`src/rtl/sprite_pkg.sv`:
```
// Shared types and constants for the keyboard-driven sprite mover.
// Holds the direction/state enums, WASD keycodes and small decode helpers.
package sprite_pkg;

    typedef enum logic [2:0] {
        NONE  = 3'd0,
        LEFT  = 3'd1,
        RIGHT = 3'd2,
        UP    = 3'd3,
        DOWN  = 3'd4
    } dir_t;

    typedef enum logic [1:0] {
        IDLE    = 2'd0,
        MOVING  = 2'd1,
        BLOCKED = 2'd2
    } state_t;

    localparam logic [7:0] KEY_A = 8'h04;
    localparam logic [7:0] KEY_D = 8'h07;
    localparam logic [7:0] KEY_W = 8'h1A;
    localparam logic [7:0] KEY_S = 8'h16;

    function automatic dir_t decode_key(input logic [7:0] code);
        dir_t d;
        case (code)
            KEY_A:   d = LEFT;
            KEY_D:   d = RIGHT;
            KEY_W:   d = UP;
            KEY_S:   d = DOWN;
            default: d = NONE;
        endcase
        return d;
    endfunction

    function automatic dir_t reverse_dir(input dir_t d);
        dir_t r;
        case (d)
            LEFT:    r = RIGHT;
            RIGHT:   r = LEFT;
            UP:      r = DOWN;
            DOWN:    r = UP;
            default: r = NONE;
        endcase
        return r;
    endfunction

endpackage

```
`src/rtl/sprite_mover_tick_sync.sv`:
```
// Brings the asynchronous frame strobe into the Clk domain and turns each
// rising edge into a single registered one-Clk tick.
module tick_sync (
    input  logic Clk,
    input  logic Reset,
    input  logic frame_clk,
    output logic tick
);

    logic sync_a;
    logic sync_b;
    logic sync_prev;

    always_ff @(posedge Clk) begin
        if (!Reset) begin
            sync_a    <= 1'b0;
            sync_b    <= 1'b0;
            sync_prev <= 1'b0;
            tick      <= 1'b0;
        end else begin
            sync_a    <= frame_clk;
            sync_b    <= sync_a;
            sync_prev <= sync_b;
            tick      <= sync_b & ~sync_prev;
        end
    end

endmodule

```
`src/rtl/sprite_mover.sv`:
```
// Sprite motion controller: buffers a WASD direction and advances the sprite
// once per frame tick, stopping or bouncing at the play-field walls.
module sprite_mover
    import sprite_pkg::*;
#(
    parameter int W         = 10,
    parameter int NUM_KEYS  = 2,
    parameter int X_CENTER  = 320,
    parameter int Y_CENTER  = 240,
    parameter int X_MIN     = 0,
    parameter int X_MAX     = 639,
    parameter int Y_MIN     = 0,
    parameter int Y_MAX     = 479,
    parameter int SIZE      = 4,
    parameter int STEP      = 1,
    parameter int WALL_MODE = 0
) (
    input  logic                  Clk,
    input  logic                  Reset,
    input  logic                  frame_clk,
    input  logic                  enable,
    input  logic [8*NUM_KEYS-1:0] keycodes,
    output logic [W-1:0]          PosX,
    output logic [W-1:0]          PosY,
    output logic [W-1:0]          SizeOut,
    output logic [2:0]            Dir,
    output logic                  Moving,
    output logic                  HitWall
);

    localparam logic signed [W+1:0] X_LO   = (W+2)'(X_MIN + SIZE);
    localparam logic signed [W+1:0] X_HI   = (W+2)'(X_MAX - SIZE);
    localparam logic signed [W+1:0] Y_LO   = (W+2)'(Y_MIN + SIZE);
    localparam logic signed [W+1:0] Y_HI   = (W+2)'(Y_MAX - SIZE);
    localparam logic signed [W+1:0] STEP_S = (W+2)'(STEP);

    logic   tick;
    logic   [W-1:0] pos_x;
    logic   [W-1:0] pos_y;
    dir_t   dir_q;
    dir_t   pend_q;
    state_t state_q;
    logic   moving_q;
    logic   hit_q;

    dir_t   key_dir;
    dir_t   eff_dir;
    dir_t   new_dir;
    logic   blocked;
    logic   hit;
    logic signed [W+1:0] cx;
    logic signed [W+1:0] cy;
    logic signed [W+1:0] nx;
    logic signed [W+1:0] ny;

    tick_sync u_tick_sync (
        .Clk       (Clk),
        .Reset     (Reset),
        .frame_clk (frame_clk),
        .tick      (tick)
    );

    // Scan from the top slot down so the lowest-index direction key wins.
    always_comb begin
        key_dir = NONE;
        for (int k = NUM_KEYS - 1; k >= 0; k--) begin
            if (decode_key(keycodes[8*k +: 8]) != NONE)
                key_dir = decode_key(keycodes[8*k +: 8]);
        end
    end

    // A key present on the tick cycle overrides the buffered one, so the
    // motion applied always reflects the freshest request.
    always_comb begin
        eff_dir = (key_dir != NONE) ? key_dir : pend_q;
        cx      = $signed({2'b00, pos_x});
        cy      = $signed({2'b00, pos_y});

        case (eff_dir)
            LEFT:    blocked = (cx == X_LO);
            RIGHT:   blocked = (cx == X_HI);
            UP:      blocked = (cy == Y_LO);
            DOWN:    blocked = (cy == Y_HI);
            default: blocked = 1'b1;
        endcase
        new_dir = blocked ? dir_q : eff_dir;

        nx = cx;
        ny = cy;
        case (new_dir)
            LEFT:    nx = cx - STEP_S;
            RIGHT:   nx = cx + STEP_S;
            UP:      ny = cy - STEP_S;
            DOWN:    ny = cy + STEP_S;
            default: ;
        endcase
        if (nx < X_LO) nx = X_LO;
        if (nx > X_HI) nx = X_HI;
        if (ny < Y_LO) ny = Y_LO;
        if (ny > Y_HI) ny = Y_HI;

        hit = ((new_dir == LEFT)  && (nx == X_LO)) ||
              ((new_dir == RIGHT) && (nx == X_HI)) ||
              ((new_dir == UP)    && (ny == Y_LO)) ||
              ((new_dir == DOWN)  && (ny == Y_HI));
    end

    // Motion FSM; the tick consumes the pending request even when it is
    // discarded because it points into the wall.
    always_ff @(posedge Clk) begin
        if (!Reset) begin
            pos_x    <= W'(X_CENTER);
            pos_y    <= W'(Y_CENTER);
            dir_q    <= NONE;
            pend_q   <= NONE;
            state_q  <= IDLE;
            moving_q <= 1'b0;
            hit_q    <= 1'b0;
        end else begin
            hit_q <= 1'b0;
            if (key_dir != NONE)
                pend_q <= key_dir;
            if (tick && enable) begin
                pend_q <= NONE;
                pos_x  <= nx[W-1:0];
                pos_y  <= ny[W-1:0];
                hit_q  <= hit;
                if (hit) begin
                    if (WALL_MODE == 0) begin
                        dir_q    <= NONE;
                        state_q  <= BLOCKED;
                        moving_q <= 1'b0;
                    end else begin
                        dir_q    <= reverse_dir(new_dir);
                        state_q  <= MOVING;
                        moving_q <= 1'b1;
                    end
                end else if (new_dir != NONE) begin
                    dir_q    <= new_dir;
                    state_q  <= MOVING;
                    moving_q <= 1'b1;
                end
            end
        end
    end

    assign PosX    = pos_x;
    assign PosY    = pos_y;
    assign SizeOut = W'(SIZE);
    assign Dir     = dir_q;
    assign Moving  = moving_q;
    assign HitWall = hit_q;

endmodule

```
`config.mk`:
```
export PLATFORM = sky130hd
export DESIGN_NAME = sprite_mover
export DESIGN_NICKNAME = d
export VERILOG_FILES = /design/src/rtl/sprite_pkg.sv /design/src/rtl/sprite_mover_tick_sync.sv /design/src/rtl/sprite_mover.sv
export SDC_FILE = /design/constraint.sdc
export NUM_CORES = 1
export LEC_CHECK = 0
export ABC_CLOCK_PERIOD_IN_PS = 7700
export BUFFER_PORTS_ARGS = -buffer_cell sky130_fd_sc_hd__clkbuf_2
export CAP_MARGIN = 20
export CORE_MARGIN = 4
export CORE_UTILIZATION = 35
export CTS_CLUSTER_SIZE = 40
export DETAILED_ROUTE_END_ITERATION = 10
export PLACE_DENSITY = 0.53
export SYNTH_ARGS = -nofsm -noshare
export SYNTH_HDL_FRONTEND = slang
export SYNTH_HIERARCHICAL = 1
export SYNTH_SLANG_ARGS = --single-unit
```
`constraint.sdc`:
```
create_clock -name Clk -period 7.7 [get_ports Clk]
set_clock_uncertainty 0.1 [all_clocks]
set_input_delay 1.155 -clock Clk [delete_from_list [all_inputs] [get_ports Clk]]
set_output_delay 1.155 -clock Clk [all_outputs]
set_load 0.1 [all_outputs]
```
==> results.toml, run 1 <==
[outcome]
status = "finished, final reports clean"

[clock_network]
cts.sinks = 32
cts_setup_buffers = 0
clk_latency_ns = 0.29
ctsResizeCount = 0
cts_buffers = 5
h-tree-depth = 2
root_buffer = "clkbuf_8"
cts_hold_buf = 0
clock_path_buffers = 2
cts.reportedPaths.clkPinSlew_ns = 0.07
cts_tree = "done"

[placement]
gp_congestion = 0.901
portBuffers = 44
placed_cells = 601
placed_area_um2 = 3630
dp_hpwl_mm = 7.72
post-place-ws_ns = 0.613

[timing]
rsz0062_at_grt = "no"
finalCritPeriodShare_pct = 89.1
worst_slack_ns = 0.839
tightestPinTransition_ns = 0.930
fin_crit_ns = 6.86
slew_viol_final = 0
whs_ns = 0.351
fin_setup_tns_ns = 0
final-hold-violation-count = 0
fmax_mhz = 146
max_slew_margin_pct = 37.4
setup_violations = 0

[setup_path]
cp_max_fo = 13
cp.required_ns = 7.78
end_kind = "flop"
critPathKind = "in2reg"
crit_path_start_kind = "input pin"
cp.arrival_ns = 6.94

[synth]
synth_cell_types = 85
ys_ff_latch = 32
yosys_warnings = 6
synthArstFlopShare_pct = 0
ys_seq_area_share_pct = 18.9
synth.avg_cell_area_um2 = 7.42
syn_inst = 457
synth-edff-count = 0
synthFlopType = "dfxtp_1"
netlist_area_um2 = 3390

[grt]
grt_pass1_wl_mm = 17.0
grt_usage_pct = 18.0
grt_pass1_vias = 3433
grt-ovfl-total = 0
antenna_found_initial = 0
grt_max_degree = 29

[run]
maxCapViolCount = 0

[worst_hold_path]
min_path_type = "reg2reg"

[die]
die-height_um = 106
io_pins = 55
design.die.area_um2 = 11300
core-area_um2 = 9330
die_w_um = 106
num_rows = 35
initial_core_util_pct = 36.4

[cells_and_area]
syn_to_final_growth_pct = 10.1
fin_nets = 505
antenna-diode-count = 0
stdcell_count = 609
drive_gt1_share_pct = 17.1
fin_area_um2 = 3730
fin_util_pct = 40.0

[detailed_routing]
drt_iter0_markers = 187
dr_total_vias = 3586
firstDrtPassIters = 5
drc = 0
routed_via_density = 5.89
ant_nets = 0
detail_route.wl_per_cell_um = 16.9
wl_mm = 10.3

[pwr]
power_uw = 421
leakagePower_nw = 1.35
ir_worst_vdd_uv = 121
power_density_nw_per_um2 = 113
registers in the layout (all words and copies together) (netlist names):
| signal | cells |
|---|---|
| u_tick_sync/sync_a | 1 |
| Moving | 1 |
| HitWall | 1 |
| u_tick_sync/sync_b | 1 |
| pend_q | 3 |
| PosX | 10 |
| Dir | 3 |
| PosY | 10 |
| u_tick_sync/sync_prev | 1 |
| u_tick_sync/tick | 1 |
worst max-delay path, cell delays in order:
cell	delay [ns]
clkbuf_2	0.14
or4b_1	0.57
o21ai_0	0.13
o211ai_1	0.36
or2_1	0.39
o32ai_2	0.59
o41a_1	0.43
a31oi_1	0.12
a2111oi_0	0.62
or2_1	0.27
and3_1	0.19
and4_1	0.19
ha_1	0.36
nor2_1	0.20
and2_1	0.16
and4_1	0.21
a21oi_1	0.07
a211o_1	0.33
nand4_2	0.15
nor4_1	0.08
o21a_1	0.21
placed cells by master (no fill, tap or decap), types with 10 or more instances in the layout:
master	count
nor3_1	15
inv_1	16
xor2_1	10
and3_1	11
clkbuf_2	44
dfxtp_1	32
nor2_1	40
nand2_1	33
nor4_1	11
a21oi_1	24
nand3_1	17
o21ai_0	14
conb_1	10
cell usage after synthesis, types with 8 or more instances:
library cell | count | area, um2
inv_1 | 16 | 60.1
nand3_1 | 17 | 85.1
clkbuf_1 | 23 | 86.3
nand2_1 | 33 | 124
a211oi_1 | 8 | 60.1
and2_1 | 8 | 50.1
nor2b_1 | 9 | 56.3
nor3_1 | 15 | 75.1
a21oi_1 | 24 | 120
dfxtp_1 | 32 | 641
buf_4 | 10 | 75.1
o21ai_0 | 14 | 70.1
a31oi_1 | 9 | 56.3
xnor2_1 | 9 | 78.8
and3_1 | 11 | 68.8
nor2_1 | 40 | 150
nor4_1 | 11 | 68.8
xor2_1 | 10 | 87.6
report_power, final:
| group | switching, mW | total, mW | internal [mW] |
|---|---|---|---|
| clock | 0.0662 | 0.162 | 0.0960 |
| sequential | 0.00384 | 0.171 | 0.168 |
| combinational | 0.0645 | 0.0876 | 0.0231 |
layout make-up:
class                           count  area, um2
Tap cell                          129        161
Multi-Input combinational cell    378       2530
Inverter                           16       60.1
Fill cell                        1014       5590
Clock buffer                        6       72.6
Sequential cell                    32        641
Clock inverter                      2       35.0
Timing Repair Buffer               46        235
routing by layer:
metal  vias to the layer above  routed length (um)  part of all wire (%)  track usage (%)
li1                       1753                   -                     -                -
met1                      1673                4730                    46             23.9
met2                       143                4810                    47             31.0
met3                        17                 576                   5.6             2.49
met4                         0                 161                   1.6             4.29
met5                         -                   0                     0                0
worst paths after layout:
kind	start	endpoint	slack, ns	depth (start not counted)
hold / removal	u_tick_sync/sync_a	u_tick_sync/sync_b	0.35	1
setup / recovery	keycodes[3]	Dir[1]	0.84	21
hold reg to reg	u_tick_sync/sync_a	u_tick_sync/sync_b	0.35	1
setup reg to reg	PosY[0]	Dir[1]	1.59	20
kinds of logic after synthesis:
family | synth area share [%]
AO/OA/AOI/OAI | 31.3
XOR/XNOR | 4.91
adder cells (fa/ha/maj) | 2.21
buffers and inverters | 7.42
flip-flops | 18.9
multiplexers | 1.62
other | 0.221
AND/OR/NAND/NOR | 33.4
(Power assumes the default switching activity.)
==> inputs of run 2 (changes only) <==
--- a/config.mk
+++ b/config.mk
@@ -13,7 +13,7 @@
 export CTS_CLUSTER_SIZE = 40
 export DETAILED_ROUTE_END_ITERATION = 10
 export PLACE_DENSITY = 0.53
+export SLEW_MARGIN = 10
 export SYNTH_ARGS = -nofsm -noshare
 export SYNTH_HDL_FRONTEND = slang
-export SYNTH_HIERARCHICAL = 1
 export SYNTH_SLANG_ARGS = --single-unit
==> run 2 against run 1 <==
  * Clock power about the same
  * Cell count grew 1.5%
  * Highest routed layer unchanged
  * Global-route usage is 0.62 points higher
  * First-iteration DRC count fell by 1.6%
  * Via count is 0.31% higher
  * Critical path depth grew 2
  * Utilization up 0.13 points
  * Count of clock-buffer cells in the layout decreased by 1
  * Worst hold slack got worse by 0.057 ns
  * Fmax is 3.7% lower
  * Synthesized cell count is 2.2% higher
  * Register-to-register slack worse by 0.15 ns
==> results.toml, run 2 <==
[cells_and_area]
seqCellArea_um2 = 641
drive_gt1_share_pct = 18.2
fin_nets = 514
fillers = 1002
stdcell_count = 618
syn_to_final_growth_pct = 9.86
multiInputGateArea_um2 = 2530
layout_common_cells = "nand2_1 (44), nor2_1 (44), clkbuf_2 (44)"
fin_util_pct = 40.2
antenna-diode-count = 0

[detailed_routing]
wl_met1_mm = 4.97
routed_via_density = 5.82
met3WireLength_um = 544
drt_iter0_markers = 184
dr_total_vias = 3597
firstDrtPassIters = 5
drc = 0
dr.max_layer_used = "met4"
dr_wl_met2_mm = 4.82
ant_nets = 0
detail_route.wl_per_cell_um = 17.1
wl_mm = 10.6

[clock_network]
clk_latency_ns = 0.29
cts.sinks = 32
cts_hold_buf = 0
clock_path_buffers = 2
cts_tree = "done"
cts.reportedPaths.clkPinSlew_ns = 0.07
cts_buffers = 5
root_buffer = "clkbuf_8"
h-tree-depth = 2
cts_setup_buffers = 0

[grt]
grt-ovfl-total = 0
antenna_found_initial = 0
grt_usage_pct = 18.7
grt_max_degree = 24
grt_pass1_vias = 3489
grt_pass1_wl_mm = 17.4

[timing]
worst_slack_ns = 0.573
fin_setup_tns_ns = 0
finalCritPeriodShare_pct = 92.6
fin_crit_ns = 7.13
final-hold-violation-count = 0
rsz0062_at_grt = "no"
fmax_mhz = 140
tightestPinTransition_ns = 0.875
slew_viol_final = 0
max_slew_margin_pct = 41.5
setup_violations = 0

[synth]
netlist_area_um2 = 3430
synth-edff-count = 0
yosys-top-cells-area = "dfxtp_1 (19%), nand2_1 (4.8%), nor2_1 (4.8%)"
synth_top_cell_area_share_pct = 18.7
synth.avg_cell_area_um2 = 7.34
synthFlopType = "dfxtp_1"
synthTopCellsByCount = "nand2_1 (44), nor2_1 (44), dfxtp_1 (32)"
yosysTopAreaCell = "dfxtp_1"
ys_ff_latch = 32
synth_cell_types = 93
syn_inst = 467
ys_seq_area_share_pct = 18.7
synthArstFlopShare_pct = 0
yosys_warnings = 0

[pwr]
leakagePower_nw = 1.40
p_int_uw = 285
p_sw_share_pct = 31.9
ir_worst_vdd_uv = 82.6
power_uw = 419
power_density_nw_per_um2 = 111
power_frac_clock_pct = 39.1
switchingPower_uw = 134
combPwrFrac_pct = 20.1
p_seq_share_pct = 40.7

[die]
num_rows = 35
die_w_um = 107
io_pins = 55
die-height_um = 107
core-area_um2 = 9370
design.die.area_um2 = 11400
initial_core_util_pct = 36.6

[setup_path]
endpoint = "Dir[0]"
cp.arrival_ns = 7.22
ff2ff_path_depth = 22
cp_slowest_cell = "o41a_2"
end_kind = "flop"
crit_chain = "clkbuf_2 -> nor4b_1 -> and3_1 -> o21a_1 -> nand2_1 -> o41a_2 -> a211oi_2 -> o21ai_1 -> o22ai_1 -> xor2_1 -> nor2_1 -> and3_1 -> nor4bb_1 -> ha_1 -> buf_4 -> nor2_1 -> mux2_1 -> nor4b_2 -> a41o_1 -> a311o_1 -> a21oi_4 -> nand3_2 -> o32ai_1"
critPathLaunch = "keycodes[5]"
rrSetupSlack_ns = 1.44
cp_slowest_stage_delay_ns = 0.66
cp.required_ns = 7.79
timing.rr.end = "Dir[0]"
crit_path_start_kind = "input pin"
rr_startpoint = "PosX[4]"
cp_max_fo = 17
critPathKind = "in2reg"

[placement]
dp_hpwl_mm = 8.21
portBuffers = 44
placed_cells = 610
post-place-ws_ns = 0.302
gp_congestion = 0.937

[outcome]
status = "finished, final reports clean"

[worst_hold_path]
min_path_type = "reg2reg"

[run]
maxCapViolCount = 0
==> run 2: cell count changes in the layout (fill, tap and decap cells not counted), sizes merged, moves of 5 or more <==
| cell | change |
|---|---|
| nand2 | +11 |
| nor3 | +8 |
| a21oi | -5 |
| nand3 | +5 |
| nor2b | -5 |
==> run 2: layer usage <==
layer  vias to the layer above  track usage (%)
li1                       1789                -
met1                      1682             25.6
met2                       108             30.2
met3                        18             2.23
met4                         0             6.39
met5                         -                0
==> run 2: power groups by stage <==
stage	clock network (mW)	registers, mW	logic [mW]
after detailed placement	0	0.174	0.0835
after global placement	0	0.174	0.0834
final	0.164	0.171	0.0844
after floorplan	0	0.179	0.0630
after CTS	0.169	0.171	0.0838
after global routing	0.176	0.171	0.0907
==> run 2: worst max-delay path, delay by kind of cell <==
kind                       cells  cell delay [ns]
muxes                          1             0.34
xor gates and xnor gates       1             0.33
adders and majority gates      1             0.35
AOI/OAI and AO/OA              9             3.02
buffers and inverters          2             0.30
and+or+nand+nor                9             1.71
==> run 2: cells by family after synthesis <==
kind of cell               count (synthesis)  share of synthesized area, %
and+or+nand+nor                          207                          32.7
AOI/OAI and AO/OA                        139                          32.4
buffers and inverters                     61                          8.29
DFF                                       32                          18.7
xor gates and xnor gates                  17                          4.57
adders and majority gates                  6                          2.19
muxes                                      3                         0.950
other                                      2                         0.219
==> run 2: how the worst min path moves through the flow <==
stage                     slack, ns                to                   from  cells after the start
after floorplan                0.27  u_tick_sync.tick  u_tick_sync.sync_prev                      1
after global placement         0.28  u_tick_sync.tick  u_tick_sync.sync_prev                      1
after detailed placement       0.29  u_tick_sync.tick  u_tick_sync.sync_prev                      1
after CTS                      0.30  u_tick_sync.tick  u_tick_sync.sync_prev                      1
after global routing           0.31  u_tick_sync.tick  u_tick_sync.sync_prev                      1
final                          0.29  u_tick_sync.tick  u_tick_sync.sync_prev                      1
==> run 2: through the flow <==
| step | hold WS [ns] | area, um2 |
|---|---|---|
| detailed placement | 0.286 | 3650 |
| finish | 0.294 | 3760 |
| global route | 0.309 | 3760 |
| global placement | 0.275 | 3650 |
| floorplan | 0.267 | 3460 |
| CTS | 0.297 | 3760 |
==> run 2: repair_timing <==
action	in CTS	in global routing
endpoints found under the setup margin	0	1
gates resized for setup	0	1
hold endpoints to repair	0	0
==> run 2: layout make-up <==
class | count | share of cell area, %
Clock buffer | 5 | 1.83
Clock inverter | 3 | 1.13
Inverter | 20 | 1.99
Multi-Input combinational cell | 382 | 67.3
Sequential cell | 32 | 17.0
Tap cell | 129 | 4.29
Timing Repair Buffer | 47 | 6.45
==> inputs of run 3 (changes only) <==
--- a/config.mk
+++ b/config.mk
@@ -12,6 +12,7 @@
 export CORE_UTILIZATION = 35
 export CTS_CLUSTER_SIZE = 40
 export DETAILED_ROUTE_END_ITERATION = 10
+export GPL_TIMING_DRIVEN = 0
 export PLACE_DENSITY = 0.53
 export SLEW_MARGIN = 10
 export SYNTH_ARGS = -nofsm -noshare
==> run 3 against run 2 <==
  * Worst hold slack worse by 0.0094 ns
  * Design area is 5.2% higher
  * First-iteration DRC count rose by 18%
  * Non-clock buffer count up 38
==> results.toml, run 3 (synthesized netlist as in run 2, its figures left out) <==
[setup_path]
cp.arrival_ns = 7.20
cp_slowest_cell = "or4_4"
critPathKind = "in2reg"
path_buf_inv = 3
crit_path_start_kind = "input pin"
end_kind = "flop"
cpMostUsedCell = "a41o_1"
cp.required_ns = 7.80
cp_max_fo = 10
path_delay_family = "compound AO/OA/AOI/OAI gates"
cp_slowest_stage_delay_ns = 0.55

[detailed_routing]
firstDrtPassIters = 5
detail_route.wl_per_cell_um = 16.7
dr_total_vias = 3824
wl_mm = 11.0
ant_nets = 0
drt_iter0_markers = 218
drc = 0
routed_via_density = 5.83

[timing]
fin_setup_tns_ns = 0
max_slew_margin_pct = 59.7
tightestPinTransition_ns = 0.605
rsz0062_at_grt = "no"
whs_ns = 0.284
slew_viol_final = 0
final-hold-violation-count = 0
fin_crit_ns = 7.11
fmax_mhz = 141
finalCritPeriodShare_pct = 92.3
setup_violations = 0

[cells_and_area]
fin_util_pct = 42.2
multiInputGateArea_um2 = 2540
fin_nets = 552
syn_to_final_growth_pct = 15.5
fillers = 1015
stdcell_count = 656
antenna-diode-count = 0
seqCellArea_um2 = 641
drive_gt1_share_pct = 19.5
layout_common_cells = "nand2_1 (44), nor2_1 (44), clkbuf_2 (44)"

[grt]
grt_max_degree = 12
grt-ovfl-total = 0
grt_pass1_wl_mm = 18.2
grt_pass1_vias = 3684
grt_usage_pct = 19.4
antenna_found_initial = 0

[clock_network]
cts_hold_buf = 0
root_buffer = "clkbuf_8"
cts.reportedPaths.clkPinSlew_ns = 0.08
cts.sinks = 32
h-tree-depth = 2
cts_tree = "done"
ctsResizeCount = 0
cts_buffers = 5
clock_path_buffers = 2
clk_latency_ns = 0.30
cts_setup_buffers = 0

[die]
io_pins = 55
num_rows = 35
die_w_um = 107
design.die.area_um2 = 11400
core-area_um2 = 9370
initial_core_util_pct = 36.6
die-height_um = 107

[pwr]
ir_worst_vdd_uv = 69.9
leakagePower_nw = 1.50
power_density_nw_per_um2 = 110

[placement]
placed_cells = 648
gp_congestion = 0.938
dp_hpwl_mm = 8.53
portBuffers = 44

[run]
maxCapViolCount = 0

[outcome]
status = "finished, final reports clean"

[worst_hold_path]
min_path_type = "reg2reg"
==> run 3: routing by layer <==
layer / vias up / part of all wire (%) / track usage, %
li1: 1865 / - / -
met1: 1795 / 47 / 27.1
met2: 144 / 45 / 30.6
met3: 20 / 6.4 / 3.37
met4: 0 / 2.1 / 5.57
met5: - / 0 / 0
==> run 3: per-stage QoR <==
| stage | power [mW] | worst slack, ns | cell area [um2] |
|---|---|---|---|
| floorplan | 0.242 | 1.40 | 3460 |
| global placement | 0.262 | 0.243 | 3840 |
| detailed placement | 0.263 | 0.343 | 3840 |
| CTS | 0.436 | 0.584 | 3950 |
| global route | 0.449 | 0.0552 | 3960 |
| finish | 0.434 | 0.594 | 3960 |
==> run 3: worst reg2reg max path, delay by kind of cell, from the launching register on <==
kind	cells	cell delay, ns
AOI/OAI and AO/OA	13	2.96
xor gates and xnor gates	1	0.41
adders and majority gates	1	0.41
buffers and inverters	3	0.72
DFF	1	0.34
and+or+nand+nor	8	1.41
==> run 3: layout make-up <==
type | instances | share of cell area (%)
inverter | 20 | 1.90
multi-input combinational | 382 | 64.2
tap | 129 | 4.08
buffer | 41 | 5.28
sequential | 32 | 16.2
clock inverter | 3 | 1.07
timing repair buffer | 44 | 5.56
clock buffer | 5 | 1.74
==> run 3: worst paths after layout <==
check                           cells past startpoint  slack [ns]          endpoint                  start
worst max-delay path                               26        0.59            Dir[0]            keycodes[0]
worst min-delay path                                1        0.28  u_tick_sync.tick  u_tick_sync.sync_prev
worst max register to register                     26        1.25            Dir[0]                PosX[3]
worst min register to register                      1        0.28  u_tick_sync.tick  u_tick_sync.sync_prev
==> run 3: where the power goes <==
group          switching, mW  internal [mW]
clock                 0.0773         0.0959
sequential           0.00151          0.167
combinational         0.0660         0.0261
total                  0.145          0.289
